[src/rtl/alu_mc_if.sv]
// Handshake bundle for alu_mc: operand request channel and result channel.
// master drives in_valid/src1/src2/op/out_ready; slave returns the rest.
interface alu_mc_if #(
  parameter int WIDTH = 8
);
  logic             in_valid;
  logic             in_ready;
  logic [WIDTH-1:0] src1;
  logic [WIDTH-1:0] src2;
  logic [2:0]       op;
  logic             out_valid;
  logic             out_ready;
  logic [WIDTH-1:0] result;
  logic             zero;
  logic             overflow;
  logic             carry;

  modport master (
    output in_valid, src1, src2, op, out_ready,
    input  in_ready, out_valid, result, zero, overflow, carry
  );

  modport slave (
    input  in_valid, src1, src2, op, out_ready,
    output in_ready, out_valid, result, zero, overflow, carry
  );
endinterface

[src/rtl/alu_mc.sv]
// Multi-cycle ALU: single-cycle logic/add/sub/slt, shift-add unsigned mul.
// Ports: clk, rst_n (async active-low), bus (alu_mc_if.slave).
module alu_mc #(
  parameter int WIDTH = 8
) (
  input logic     clk,
  input logic     rst_n,
  alu_mc_if.slave bus
);

  localparam int CW = $clog2(WIDTH);
  localparam logic [CW-1:0] LAST = CW'(WIDTH - 1);

  localparam logic [2:0] OP_AND = 3'b000;
  localparam logic [2:0] OP_OR  = 3'b001;
  localparam logic [2:0] OP_ADD = 3'b010;
  localparam logic [2:0] OP_MUL = 3'b011;
  localparam logic [2:0] OP_NOR = 3'b100;
  localparam logic [2:0] OP_SUB = 3'b110;
  localparam logic [2:0] OP_SLT = 3'b111;

  typedef enum logic [1:0] {
    IDLE,
    MUL,
    DONE
  } state_t;

  state_t             state;
  logic [CW-1:0]      cnt;
  logic [WIDTH-1:0]   mcand;
  logic [2*WIDTH-1:0] prod;

  logic               sub;
  logic [WIDTH-1:0]   b_in;
  logic [WIDTH:0]     sum;
  logic               add_ovf;
  logic               slt;
  logic [WIDTH-1:0]   res_n;
  logic               ovf_n;
  logic               cry_n;
  logic [WIDTH:0]     upper;
  logic [2*WIDTH-1:0] prod_n;

  assign bus.in_ready = (state == IDLE);

  // SUB and SLT share the adder as src1 + ~src2 + 1
  assign sub  = (bus.op == OP_SUB) || (bus.op == OP_SLT);
  assign b_in = sub ? ~bus.src2 : bus.src2;
  assign sum  = {1'b0, bus.src1} + {1'b0, b_in}
              + {{WIDTH{1'b0}}, sub};

  assign add_ovf = (bus.src1[WIDTH-1] == b_in[WIDTH-1])
                && (sum[WIDTH-1] != bus.src1[WIDTH-1]);
  assign slt     = sum[WIDTH-1] ^ add_ovf;

  always_comb begin
    res_n = '0;
    ovf_n = 1'b0;
    cry_n = 1'b0;
    case (bus.op)
      OP_AND: res_n = bus.src1 & bus.src2;
      OP_OR:  res_n = bus.src1 | bus.src2;
      OP_NOR: res_n = ~(bus.src1 | bus.src2);
      OP_ADD, OP_SUB: begin
        res_n = sum[WIDTH-1:0];
        ovf_n = add_ovf;
        cry_n = sum[WIDTH];
      end
      OP_SLT: begin
        res_n = {{(WIDTH-1){1'b0}}, slt};
        cry_n = sum[WIDTH];
      end
      default: ;
    endcase
  end

  // prod = {partial, remaining multiplier}; LSB picks the add,
  // then the whole register shifts right by one
  assign upper  = prod[0]
                ? {1'b0, prod[2*WIDTH-1:WIDTH]} + {1'b0, mcand}
                : {1'b0, prod[2*WIDTH-1:WIDTH]};
  assign prod_n = {upper, prod[WIDTH-1:1]};

  always_ff @(posedge clk or negedge rst_n) begin
    if (!rst_n) begin
      state         <= IDLE;
      cnt           <= '0;
      mcand         <= '0;
      prod          <= '0;
      bus.out_valid <= 1'b0;
      bus.result    <= '0;
      bus.zero      <= 1'b1;
      bus.overflow  <= 1'b0;
      bus.carry     <= 1'b0;
    end else begin
      unique case (state)
        IDLE: begin
          if (bus.in_valid) begin
            if (bus.op == OP_MUL) begin
              mcand <= bus.src1;
              prod  <= {{WIDTH{1'b0}}, bus.src2};
              cnt   <= '0;
              state <= MUL;
            end else begin
              bus.result    <= res_n;
              bus.zero      <= (res_n == '0);
              bus.overflow  <= ovf_n;
              bus.carry     <= cry_n;
              bus.out_valid <= 1'b1;
              state         <= DONE;
            end
          end
        end
        MUL: begin
          prod <= prod_n;
          cnt  <= cnt + CW'(1);
          if (cnt == LAST) begin
            bus.result    <= prod_n[WIDTH-1:0];
            bus.zero      <= (prod_n[WIDTH-1:0] == '0);
            bus.overflow  <= |prod_n[2*WIDTH-1:WIDTH];
            bus.carry     <= 1'b0;
            bus.out_valid <= 1'b1;
            state         <= DONE;
          end
        end
        DONE: begin
          if (bus.out_ready) begin
            bus.out_valid <= 1'b0;
            state         <= IDLE;
          end
        end
        default: state <= IDLE;
      endcase
    end
  end

endmodule

[src/flat_wrapper.sv]
// flat-port wrapper written by rule: the top's interface ports become plain ports
module alu_mc_flat 
#(
  parameter int WIDTH = 8
)
  (clk, rst_n, bus_in_valid, bus_src1, bus_src2, bus_op, bus_out_ready, bus_in_ready, bus_out_valid, bus_result, bus_zero, bus_overflow, bus_carry);
  alu_mc_if #(.WIDTH(WIDTH)) bus_i ();
  input logic clk;
  input logic rst_n;
  input wire logic [$bits(bus_i.in_valid)-1:0] bus_in_valid;
  input wire logic [$bits(bus_i.src1)-1:0] bus_src1;
  input wire logic [$bits(bus_i.src2)-1:0] bus_src2;
  input wire logic [$bits(bus_i.op)-1:0] bus_op;
  input wire logic [$bits(bus_i.out_ready)-1:0] bus_out_ready;
  output wire logic [$bits(bus_i.in_ready)-1:0] bus_in_ready;
  output wire logic [$bits(bus_i.out_valid)-1:0] bus_out_valid;
  output wire logic [$bits(bus_i.result)-1:0] bus_result;
  output wire logic [$bits(bus_i.zero)-1:0] bus_zero;
  output wire logic [$bits(bus_i.overflow)-1:0] bus_overflow;
  output wire logic [$bits(bus_i.carry)-1:0] bus_carry;
  assign bus_i.in_valid = bus_in_valid;
  assign bus_i.src1 = bus_src1;
  assign bus_i.src2 = bus_src2;
  assign bus_i.op = bus_op;
  assign bus_i.out_ready = bus_out_ready;
  assign bus_in_ready = bus_i.in_ready;
  assign bus_out_valid = bus_i.out_valid;
  assign bus_result = bus_i.result;
  assign bus_zero = bus_i.zero;
  assign bus_overflow = bus_i.overflow;
  assign bus_carry = bus_i.carry;
  alu_mc #(.WIDTH(WIDTH)) u_core (.clk(clk), .rst_n(rst_n), .bus(bus_i));
endmodule
[config.mk]
export PLATFORM = sky130hd
export DESIGN_NAME = alu_mc_flat
export DESIGN_NICKNAME = d
export VERILOG_FILES = /design/src/rtl/alu_mc_if.sv /design/src/rtl/alu_mc.sv /design/src/flat_wrapper.sv
export SDC_FILE = /design/constraint.sdc
export NUM_CORES = 1
export LEC_CHECK = 0
export CORE_ASPECT_RATIO = 0.7
export CORE_UTILIZATION = 40
export DETAILED_ROUTE_END_ITERATION = 6
export DONT_BUFFER_PORTS = 1
export MAX_ROUTING_LAYER = met4
export SETUP_SLACK_MARGIN = 0.15
export SLEW_MARGIN = 20
export SYNTH_ARGS = -nofsm -noshare
export SYNTH_HDL_FRONTEND = slang
export SYNTH_SLANG_ARGS = --single-unit
export TNS_END_PERCENT = 30
[constraint.sdc]
create_clock -name clk -period 2.6 [get_ports clk]
set_clock_uncertainty 0.1 [all_clocks]
set_input_delay 0.52 -clock clk [delete_from_list [all_inputs] [get_ports clk]]
set_output_delay 0.52 -clock clk [all_outputs]
set_load 0.03 [all_outputs]
* Word-level counts from Yosys, hierarchy flattened
Index checks and enable logic that the tools add are counted.
Operators by class: add/subtract/negate cells 4, multiplexer cells 37, bitwise gates (word level) 5, reduce and logical (&&, ||, !) cells 16, equal/unequal tests 16
Operators with widths (number):
- case mux 8 bit (5 select lines) | 1
- 2-to-1 mux 16 bit | 2
- 2-to-1 mux 8 bit | 4
- case mux 16 bit (2 select lines) | 1
- adder 8 x 8 -> 9 bit | 2
- logical NOT 8 bit | 2
- NOT 8 bit | 2
- case mux 8 bit (2 select lines) | 1
- 2-to-1 mux 1 bit | 15
- equality test 3 bit (second input constant) | 4
- adder 9 x 1 -> 9 bit | 1
- 2-to-1 mux 9 bit | 1
- AND reduction 3 bit | 3
- AND 8 bit | 1
- 2-to-1 mux 2 bit | 4
- bitwise OR 8 bit | 1
- OR reduction 8 bit | 1
- equality test 3 x 2 -> 1 bit (second input constant) | 2
- 2-to-1 mux 3 bit | 2
- inequality test 2 bit (second input constant) | 3
- case mux 1 bit (2 select lines) | 3
- case mux 2 bit (3 select lines) | 1
- case mux 3 bit (2 select lines) | 1
- AND reduction 5 bit | 1
- 18 further kinds | 19
Storage, ports and cells: bits in registers 41, logic and storage cells 87, input bits 23

* Longest topological paths before layout
Gate-level depths: netlist of the first run.
depth after elaboration 13, gate-level depth with buffers 10, mapped depth without buffers 9

* Worst setup path before layout of the first run
OpenSTA, ideal clock, no wires.
kind in2reg, start input bus_op[2], end register u_core.bus.result[0], slack -249 ps, data required time 2375 ps, arrival time 2624 ps, library setup time 125 ps, stages on the path 10, cell sequence buf_4 -> nand2_1 -> xnor2_1 -> ha_1 -> nor2_2 -> a311o_1 -> o21a_1 -> a221oi_2 -> o21ai_1 -> mux2_2
On the way: longest elaborated chain between the ends 12, elaborated cells on any way between the ends 22, those cells by class add/sub (2); eq/ne (9); mux (5); bitwise (1); reduce/logical (5)
Ends and longest elaborated chain:
- start, declared | RTL line flat_wrapper.sv:13 | input wire logic [$bits(bus_i.op)-1:0] bus_op;
- equality test 3 bit | RTL line alu_mc.sv:47, alu_mc.sv:60
- logical OR 1 bit | RTL line alu_mc.sv:47 | assign sub = (bus.op == OP_SUB) || (bus.op == OP_SLT);
- 2-to-1 mux 8 bit | RTL line alu_mc.sv:48 | assign b_in = sub ? ~bus.src2 : bus.src2;
- adder 8 x 8 -> 9 bit | RTL line alu_mc.sv:49 | assign sum = {1'b0, bus.src1} + {1'b0, b_in}
- adder 9 x 1 -> 9 bit | RTL line alu_mc.sv:50 | + {{WIDTH{1'b0}}, sub};
- inequality test 1 bit | RTL line alu_mc.sv:53 | && (sum[WIDTH-1] != bus.src1[WIDTH-1]);
- logical AND 1 bit | RTL line alu_mc.sv:53
- XOR 1 bit | RTL line alu_mc.sv:54 | assign slt = sum[WIDTH-1] ^ add_ovf;
- case mux 8 bit (5 select lines) | RTL line alu_mc.sv:60 | case (bus.op)
- 2-to-1 mux 8 bit | RTL line alu_mc.sv:99 | if (bus.op == OP_MUL) begin
- 2-to-1 mux 8 bit | RTL line alu_mc.sv:98 | if (bus.in_valid) begin
- case mux 8 bit (2 select lines) | RTL line alu_mc.sv:96 | unique case (state)
- end signal, assigned | RTL line alu_mc.sv:105 | bus.result <= res_n;
- end signal, assigned | RTL line alu_mc.sv:118 | bus.result <= prod_n[WIDTH-1:0];
- end, declared | RTL line alu_mc_if.sv:25 | output in_ready, out_valid, result, zero, overflow, carry
Several ways; a longest one is shown, not always the timed one. The select of a mux whose other input is x is not followed. A chain may end at the register's enable or synchronous reset.

* Final worst setup path of the first run
start register u_core.prod[8], end register u_core.bus.overflow
On the way: longest elaborated chain between the ends 5
Ends and longest elaborated chain:
- start, declared | RTL line alu_mc.sv:31 | logic [2*WIDTH-1:0] prod;
- start signal, assigned | RTL line alu_mc.sv:101 | prod <= {{WIDTH{1'b0}}, bus.src2};
- start signal, assigned | RTL line alu_mc.sv:115 | prod <= prod_n;
- adder 8 x 8 -> 9 bit | RTL line alu_mc.sv:80 | ? {1'b0, prod[2*WIDTH-1:WIDTH]} + {1'b0, mcand}
- 2-to-1 mux 9 bit | RTL line alu_mc.sv:80
- OR reduction 8 bit | RTL line alu_mc.sv:120 | bus.overflow <= |prod_n[2*WIDTH-1:WIDTH];
- 2-to-1 mux 1 bit | RTL line alu_mc.sv:117 | if (cnt == LAST) begin
- case mux 1 bit (2 select lines) | RTL line alu_mc.sv:96
- end signal, assigned | RTL line alu_mc.sv:107 | bus.overflow <= ovf_n;
- end signal, assigned | RTL line alu_mc.sv:120
- end, declared | RTL line alu_mc_if.sv:25
Every way passes these cells. The select of a mux whose other input is x is not followed.

==> results of run 1 <==
-- metal layers --
metal / GRT usage / share of wire / up-vias
li1: - / - / 1314
met1: 0.339 / 0.50 / 1310
met2: 0.297 / 0.40 / 128
met3: 0.0736 / 0.10 / 9
met4: 0.0457 / 0.0067 / 0
met5: - / 0 / -
-- placed cells by master, fill, tap and decap left out, drive strengths merged, types with 4 or more instances in the layout --
cell type	count
nand2b	4
buf	16
xnor2	14
o31ai	4
nor3	11
dfrtp	40
nand3	14
a211oi	6
clkbuf	6
inv	10
maj3	7
mux2i	7
nand2	43
nor2b	4
mux2	10
ha	19
nor4	5
o31a	4
a21oi	12
a22oi	7
nor2	38
o21ai	27
a31oi	9
-- Yosys cell counts (3+ instances only) --
library cell	instances
nand2_1	43
dfrtp_1	40
nor2_1	37
o21ai_0	25
ha_1	19
nand3_1	14
xnor2_1	14
a21oi_1	12
clkbuf_1	10
mux2_2	10
nor3_1	10
a31oi_1	9
inv_1	9
a22oi_1	7
mux2i_1	7
maj3_1	6
a211oi_1	5
nor4_1	5
nand2b_1	4
nor2b_1	4
o31a_1	4
buf_1	3
buf_4	3
nand4_1	3
o21bai_1	3
o22ai_1	3
o31ai_1	3
-- what timing repair did --
action,CTS,global route
hold endpoints to repair,41,0
resized for setup,5,0
setup buffers,0,1
endpoints found under the setup margin,1,2
pin swaps,7,4
hold buffers,2,0
-- final timing paths --
kind | from | to | slack [ns] | cells after the start
worst min-delay path | bus_out_ready | u_core.state[1]$_DFFE_PN0P_ | 0.21 | 1
max in group asynchronous | rst_n | u_core.bus.zero$_DFFE_PN1P_ | 1.56 | 2
min in group asynchronous | rst_n | u_core.cnt[0]$_DFFE_PN0P_ | 0.57 | 2
worst min register to register | u_core.cnt[0]$_DFFE_PN0P_ | u_core.cnt[0]$_DFFE_PN0P_ | 0.40 | 1
worst max register to register | u_core.prod[8]$_DFFE_PN0P_ | u_core.bus.overflow$_DFFE_PN0P_ | 0.21 | 9
worst max-delay path | u_core.prod[8]$_DFFE_PN0P_ | u_core.bus.overflow$_DFFE_PN0P_ | 0.21 | 9
-- where the power goes --
| part | internal [W] | leakage, nW | switching [W] | total, W |
|---|---|---|---|---|
| Clock | 0.000285 | 0.0552 | 0.000237 | 0.000522 |
| Sequential | 0.000907 | 0.510 | 0.000419 | 0.00133 |
| Combinational | 0.000741 | 0.904 | 0.000852 | 0.00159 |
| Total | 0.00193 | 1.47 | 0.00151 | 0.00344 |
-- cell type report --
cell class	count	area, um^2	share of cell area
inverter	10	37.5	0.0108
timing repair buffer	17	143	0.0412
multi-input combinational	285	2020	0.585
clock inverter	2	35.0	0.0101
tap	98	123	0.0354
sequential	41	1030	0.297
clock buffer	6	72.6	0.0210
-- logic make-up after synthesis --
logic type | count (synthesis) | synth area share
buffers and inverters | 28 | 0.0387
xor gates and xnor gates | 15 | 0.0428
AOI/OAI and AO/OA | 94 | 0.208
DFF | 41 | 0.334
and+or+nand+nor | 131 | 0.203
adders and majority gates | 28 | 0.114
muxes | 17 | 0.0594
-- sequential cells by signal, summed over array words and instances, names as in the netlist --
| name | cells |
|---|---|
| u_core.bus.out_valid | 1 |
| u_core.prod | 16 |
| u_core.bus.result | 8 |
| u_core.bus.overflow | 1 |
| u_core.bus.carry | 1 |
| u_core.cnt | 3 |
| u_core.mcand | 8 |
| u_core.state | 2 |
| u_core.bus.zero | 1 |
-- metrics by stage --
step | std cells | hold WS, ns | util | area [um^2] | setup TNS, ns
global placement | 448 | 0.126 | 0.448 | 3290 | 0
CTS | 458 | 0.209 | 0.470 | 3450 | 0
detailed placement | 448 | 0.126 | 0.448 | 3290 | -0.0860
floorplan | 354 | 0.124 | - | 3170 | 0
finish | 459 | 0.213 | 0.471 | 3460 | 0
global route | 459 | 0.220 | 0.471 | 3460 | 0
==> impl_results.md, run 1 <==
- Top FF cell, synth: dfrtp_1
- Fmax: 418 MHz
- Status: finished clean
- Mapped Avg Cell Area: 8.68 um^2
- Vias in the first global route: 2,443
- Top cell type's share of synthesized area: 0.326
- Net count after synthesis: 398
- Post-synth EDFFs: 0
- Core ar.: 0.00735 mm^2
- FILL cells: 704
- Post-Syn Instances: 354
- Placement Setup Slack: -0.0685 ns
- Worst Path Max Fanout: 2
- Drt pass-1 iters: 5
- Port Buffers: 0
- Cell Chain, Critical Path: ha_4 > fa_2 > a211oi_2 > buf_4 > o21ai_0 > a31oi_1 > a21oi_1 > a2111oi_2 > o31ai_1
- Syn. warnings: 0
- Crit path required time: 2.67 ns
- Crit path kind: reg2reg
- Worst path arrival time: 2.47 ns
- Clk root buf: clkbuf_8
- Placer Congestion: 0.929
- Initial antenna violation count: 0
- Leakage power: 1.47 nW
- Slew headroom: 0.614
- Yosys reg bits: 41
- CTS Sinks: 41
- FFs w/ async S/R, synth: 1.00
- Max Slew Vio Count: 0
- Fraction of layout instances using a drive strength above 1: 0.152
- Post-detailed-route DRC marker count: 0
- Via-to-Cell Ratio: 6.02
- Slew @ Worst Pin: 0.578 ns
- Post-synth cell types: 60
- Overall Power: 0.00344 W
- IO Pins: 36
- Top cell type by total area after synthesis: dfrtp_1
- Clk Latency, worst-skew pair: 0.30 ns
- Die Area: 0.00804 mm^2
- VDD IR-drop max: 0.462 mV
- Worst path buffer plus inverter count: 1
- Area Overhead vs Synth: 12.6%
- Wire length of the first global-routing pass: 13.4 mm
- Post-Route WL: 8.49 mm
- Clk slew on worst S/H paths: 0.08 ns
- Antenna diodes: 0
- Post-synthesis sequential area ratio: 0.334
- GR Util All Layers: 0.229
- Initial Util: 0.418
- Largest net degree at the start of global routing: 42
- Final setup margin: 0.207 ns
- Grt ovf: 0
- Htree depth: 2
- First DRT Iteration DRCs: 257
- Clock buffer depth: 2
- PwrDens: 994 mW/mm^2
- Die height: 75.3 um
- Main area contributors after synthesis: dfrtp_1, ha_1, nand2_1
- Netlist Area Pre-Place: 0.00307 mm^2
- Cts bufs inserted: 5
- Min-Delay Path Class: in2reg
- Average routed wire per standard cell: 18.5 um
- RSZ-0062 raised after global routing: true
- Final Hold Viols: 0
- CTS tree: yes
- Via count: 2,761
- CP max-delay cell: dfrtp_1
- Worst Setup End Kind: flip-flop
- Critical path's largest stage delay: 0.43 ns
- Total number of placement rows: 26
- Detail Placement HPWL: 6.41 mm
- Critical Path Source Type: flip-flop
- Max-cap viol count: 0
- Routed Antenna Nets: 0
- Floorplan die width: 107 um
- Final setup violation count: 0
- Tcrit/Tclk final: 0.920
- Nets: 404
- Critical path's top delay family: compound AO/OA/AOI/OAI gates
- Min Tclk post-route: 2.39 ns
Power figures use the tool's default switching activity.
==> run 2, diff against run 1 <==
Settings changed: MAX_ROUTING_LAYER met4 to unset.
==> impl_results.md, run 2 (synthesis gave the netlist of run 1 again) <==
- Detail Placement HPWL: 6.47 mm
- GR Util All Layers: 0.216
- Critical Path Source Type: flip-flop
- Slew headroom: 0.639
- Worst Setup End Kind: flip-flop
- Max-cap viol count: 0
- Largest register by flop count: u_core.prod
- CP max-delay cell: dfrtp_1
- Grt ovf: 0
- Tcrit/Tclk final: 0.929
- Placer Congestion: 0.882
- Floorplan die width: 107 um
- Crit path required time: 2.69 ns
- Min-Delay Path Class: in2reg
- Worst path buffer plus inverter count: 1
- PwrDens: 971 mW/mm^2
- Drt pass-1 iters: 5
- Clk Latency, worst-skew pair: 0.30 ns
- Fraction of layout instances using a drive strength above 1: 0.159
- Max Slew Vio Count: 0
- Status: finished clean
- CTS tree: yes
- Post-Route WL: 8.34 mm
- RSZ-0062 raised after global routing: true
- Met3 wire len: 710 um
- Port Buffers: 0
- Cell Count, Final, Fillers Out: 463
- VDD IR-drop max: 0.419 mV
- Antenna diodes: 0
- Placed cells: 450
- Placement Setup Slack: -0.0249 ns
- Slew @ Worst Pin: 0.536 ns
- Min Tclk post-route: 2.42 ns
- Max FFs per register: 16
- DRT met1 WL: 4.32 mm
- First DRT Iteration DRCs: 243
- Hold path start: bus_out_ready
- Worst R2R End: u_core.bus.overflow$_DFFE_PN0P_
- Final setup violation count: 0
- Via-to-Cell Ratio: 5.86
- Commonest non-fill, non-tap cell in the layout: nand2_1
- Crit. path cell count: 8
- Met2 routed WL: 3.22 mm
- Total number of placement rows: 26
- Leakage power: 1.48 nW
- R2R Setup Slk: 0.18 ns
- IO Pins: 36
- FILL cells: 724
- Cts bufs inserted: 5
- Average routed wire per standard cell: 18.0 um
- Clk slew on worst S/H paths: 0.08 ns
- Initial Util: 0.418
- Top Metal Used: met4
- Hold Crit Depth: 1
- Final Hold Viols: 0
- Fmax: 414 MHz
- Core ar.: 0.00735 mm^2
- Biggest registers after layout: u_core.prod (16), u_core.bus.result (8), u_core.mcand (8)
- Area Overhead vs Synth: 12.5%
- Final setup margin: 0.184 ns
- Post-detailed-route DRC marker count: 0
- Largest net degree at the start of global routing: 42
- Critical path's largest stage delay: 0.45 ns
- Die height: 75.3 um
- Commonest cells after routing, fill and taps aside: nand2_1, dfrtp_1, nor2_1, o21ai_0, buf_4
- Worst path arrival time: 2.51 ns
- RR Startpoint: u_core.prod[9]$_DFFE_PN0P_
- Die Area: 0.00804 mm^2
- CTS Sinks: 41
- Critical path's top delay family: compound AO/OA/AOI/OAI gates
- Wire length of the first global-routing pass: 13.1 mm
- Htree depth: 2
- Vias in the first global route: 2,478
- Design area: 0.00346 mm^2
- Initial antenna violation count: 0
- Crit path kind: reg2reg
- Clk root buf: clkbuf_8
- Clock buffer depth: 2
- Via count: 2,715
- Routed Antenna Nets: 0
- Placed cell areas: 0.00331 mm^2
- Worst Path Max Fanout: 5
- Worst r2r path cells: 8
- Cell Chain, Critical Path: ha_1 > a211oi_1 > buf_4 > nor4_1 > or3_1 > a21oi_1 > a2111oi_2 > o31ai_1
- Hold EP: u_core.state[1]$_DFFE_PN0P_
- Nets: 408
-- run 2: changes by cell type in the layout (fill, tap and decap cells not counted) --
| cell | previous run | this run |
|---|---|---|
| buf_4 | 15 | 19 |
| bufinv_16 | 1 | 0 |
| clkbuf_1 | 1 | 2 |
| clkinv_2 | 1 | 0 |
| clkinv_4 | 0 | 1 |
| ha_2 | 0 | 1 |
| ha_4 | 3 | 2 |
-- run 2: through the flow --
step | power, W | hold WS [ns] | utilization | TNS [ns]
final | 0.00336 | 0.219 | 0.470 | 0
after global routing | 0.00363 | 0.208 | 0.470 | 0
after CTS | 0.00336 | 0.211 | 0.470 | 0
after detailed placement | 0.00285 | 0.126 | 0.450 | -0.0332
after global placement | 0.00282 | 0.126 | 0.450 | 0
after floorplan | 0.00241 | 0.124 | - | 0
-- run 2: layout make-up --
cell class                      instances  area [um^2]  share of cell area
Inverter                               10         37.5              0.0109
Multi-Input combinational cell        285         2010               0.582
Clock buffer                            7         76.3              0.0221
Tap cell                               98          123              0.0355
Sequential cell                        41         1030               0.297
Timing Repair Buffer                   21          173              0.0499
Clock inverter                          1         8.76             0.00253
-- run 2: power breakdown --
group	leakage [nW]	switching, W	total [W]	internal (W)
Sequential	0.510	0.000401	0.00131	0.000907
Clock	0.0424	0.000221	0.000413	0.000192
Combinational	0.924	0.000858	0.00164	0.000779
Total	1.48	0.00148	0.00336	0.00188
-- run 2: worst reg2reg max path, delay by kind of cell, from the launching register on --
kind | cells | cell delay [ns]
AO/OA/AOI/OAI | 4 | 0.83
adder cells (fa/ha/maj) | 1 | 0.32
buffers and inverters | 1 | 0.18
flip-flops | 1 | 0.45
AND/OR/NAND/NOR | 2 | 0.44
-- run 2: repair_timing --
| action | in CTS | in global routing |
|---|---|---|
| resized for setup | 4 | 0 |
| endpoints found under the setup margin | 1 | 2 |
| hold endpoints to repair | 41 | 0 |
| hold buffers | 2 | 0 |
| setup buffers | 3 | 0 |
| pin swaps | 7 | 3 |
-- run 2: layer usage --
metal	global-route usage	vias up
li1	-	1318
met5	0	-
met2	0.295	106
met1	0.336	1283
met3	0.0530	8
met4	0.0487	0
-- run 2: worst max path at each step --
| stage | endpoint | start | slack [ns] |
|---|---|---|---|
| 5_1_grt | u_core.bus.overflow$_DFFE_PN0P_ | u_core.mcand[0]$_DFFE_PN0P_ | 0.007 |
| 4_1_cts | u_core.bus.overflow$_DFFE_PN0P_ | u_core.mcand[0]$_DFFE_PN0P_ | 0.19 |
| 2_1_floorplan | u_core.bus.result[0]$_DFFE_PN0P_ | bus_op[1] | 0.05 |
| 3_5_place_dp | u_core.bus.overflow$_DFFE_PN0P_ | u_core.prod[8]$_DFFE_PN0P_ | -0.02 |
| 3_3_place_gp | u_core.bus.result[0]$_DFFE_PN0P_ | bus_op[1] | 0.003 |
| 6_report | u_core.bus.overflow$_DFFE_PN0P_ | u_core.prod[9]$_DFFE_PN0P_ | 0.18 |
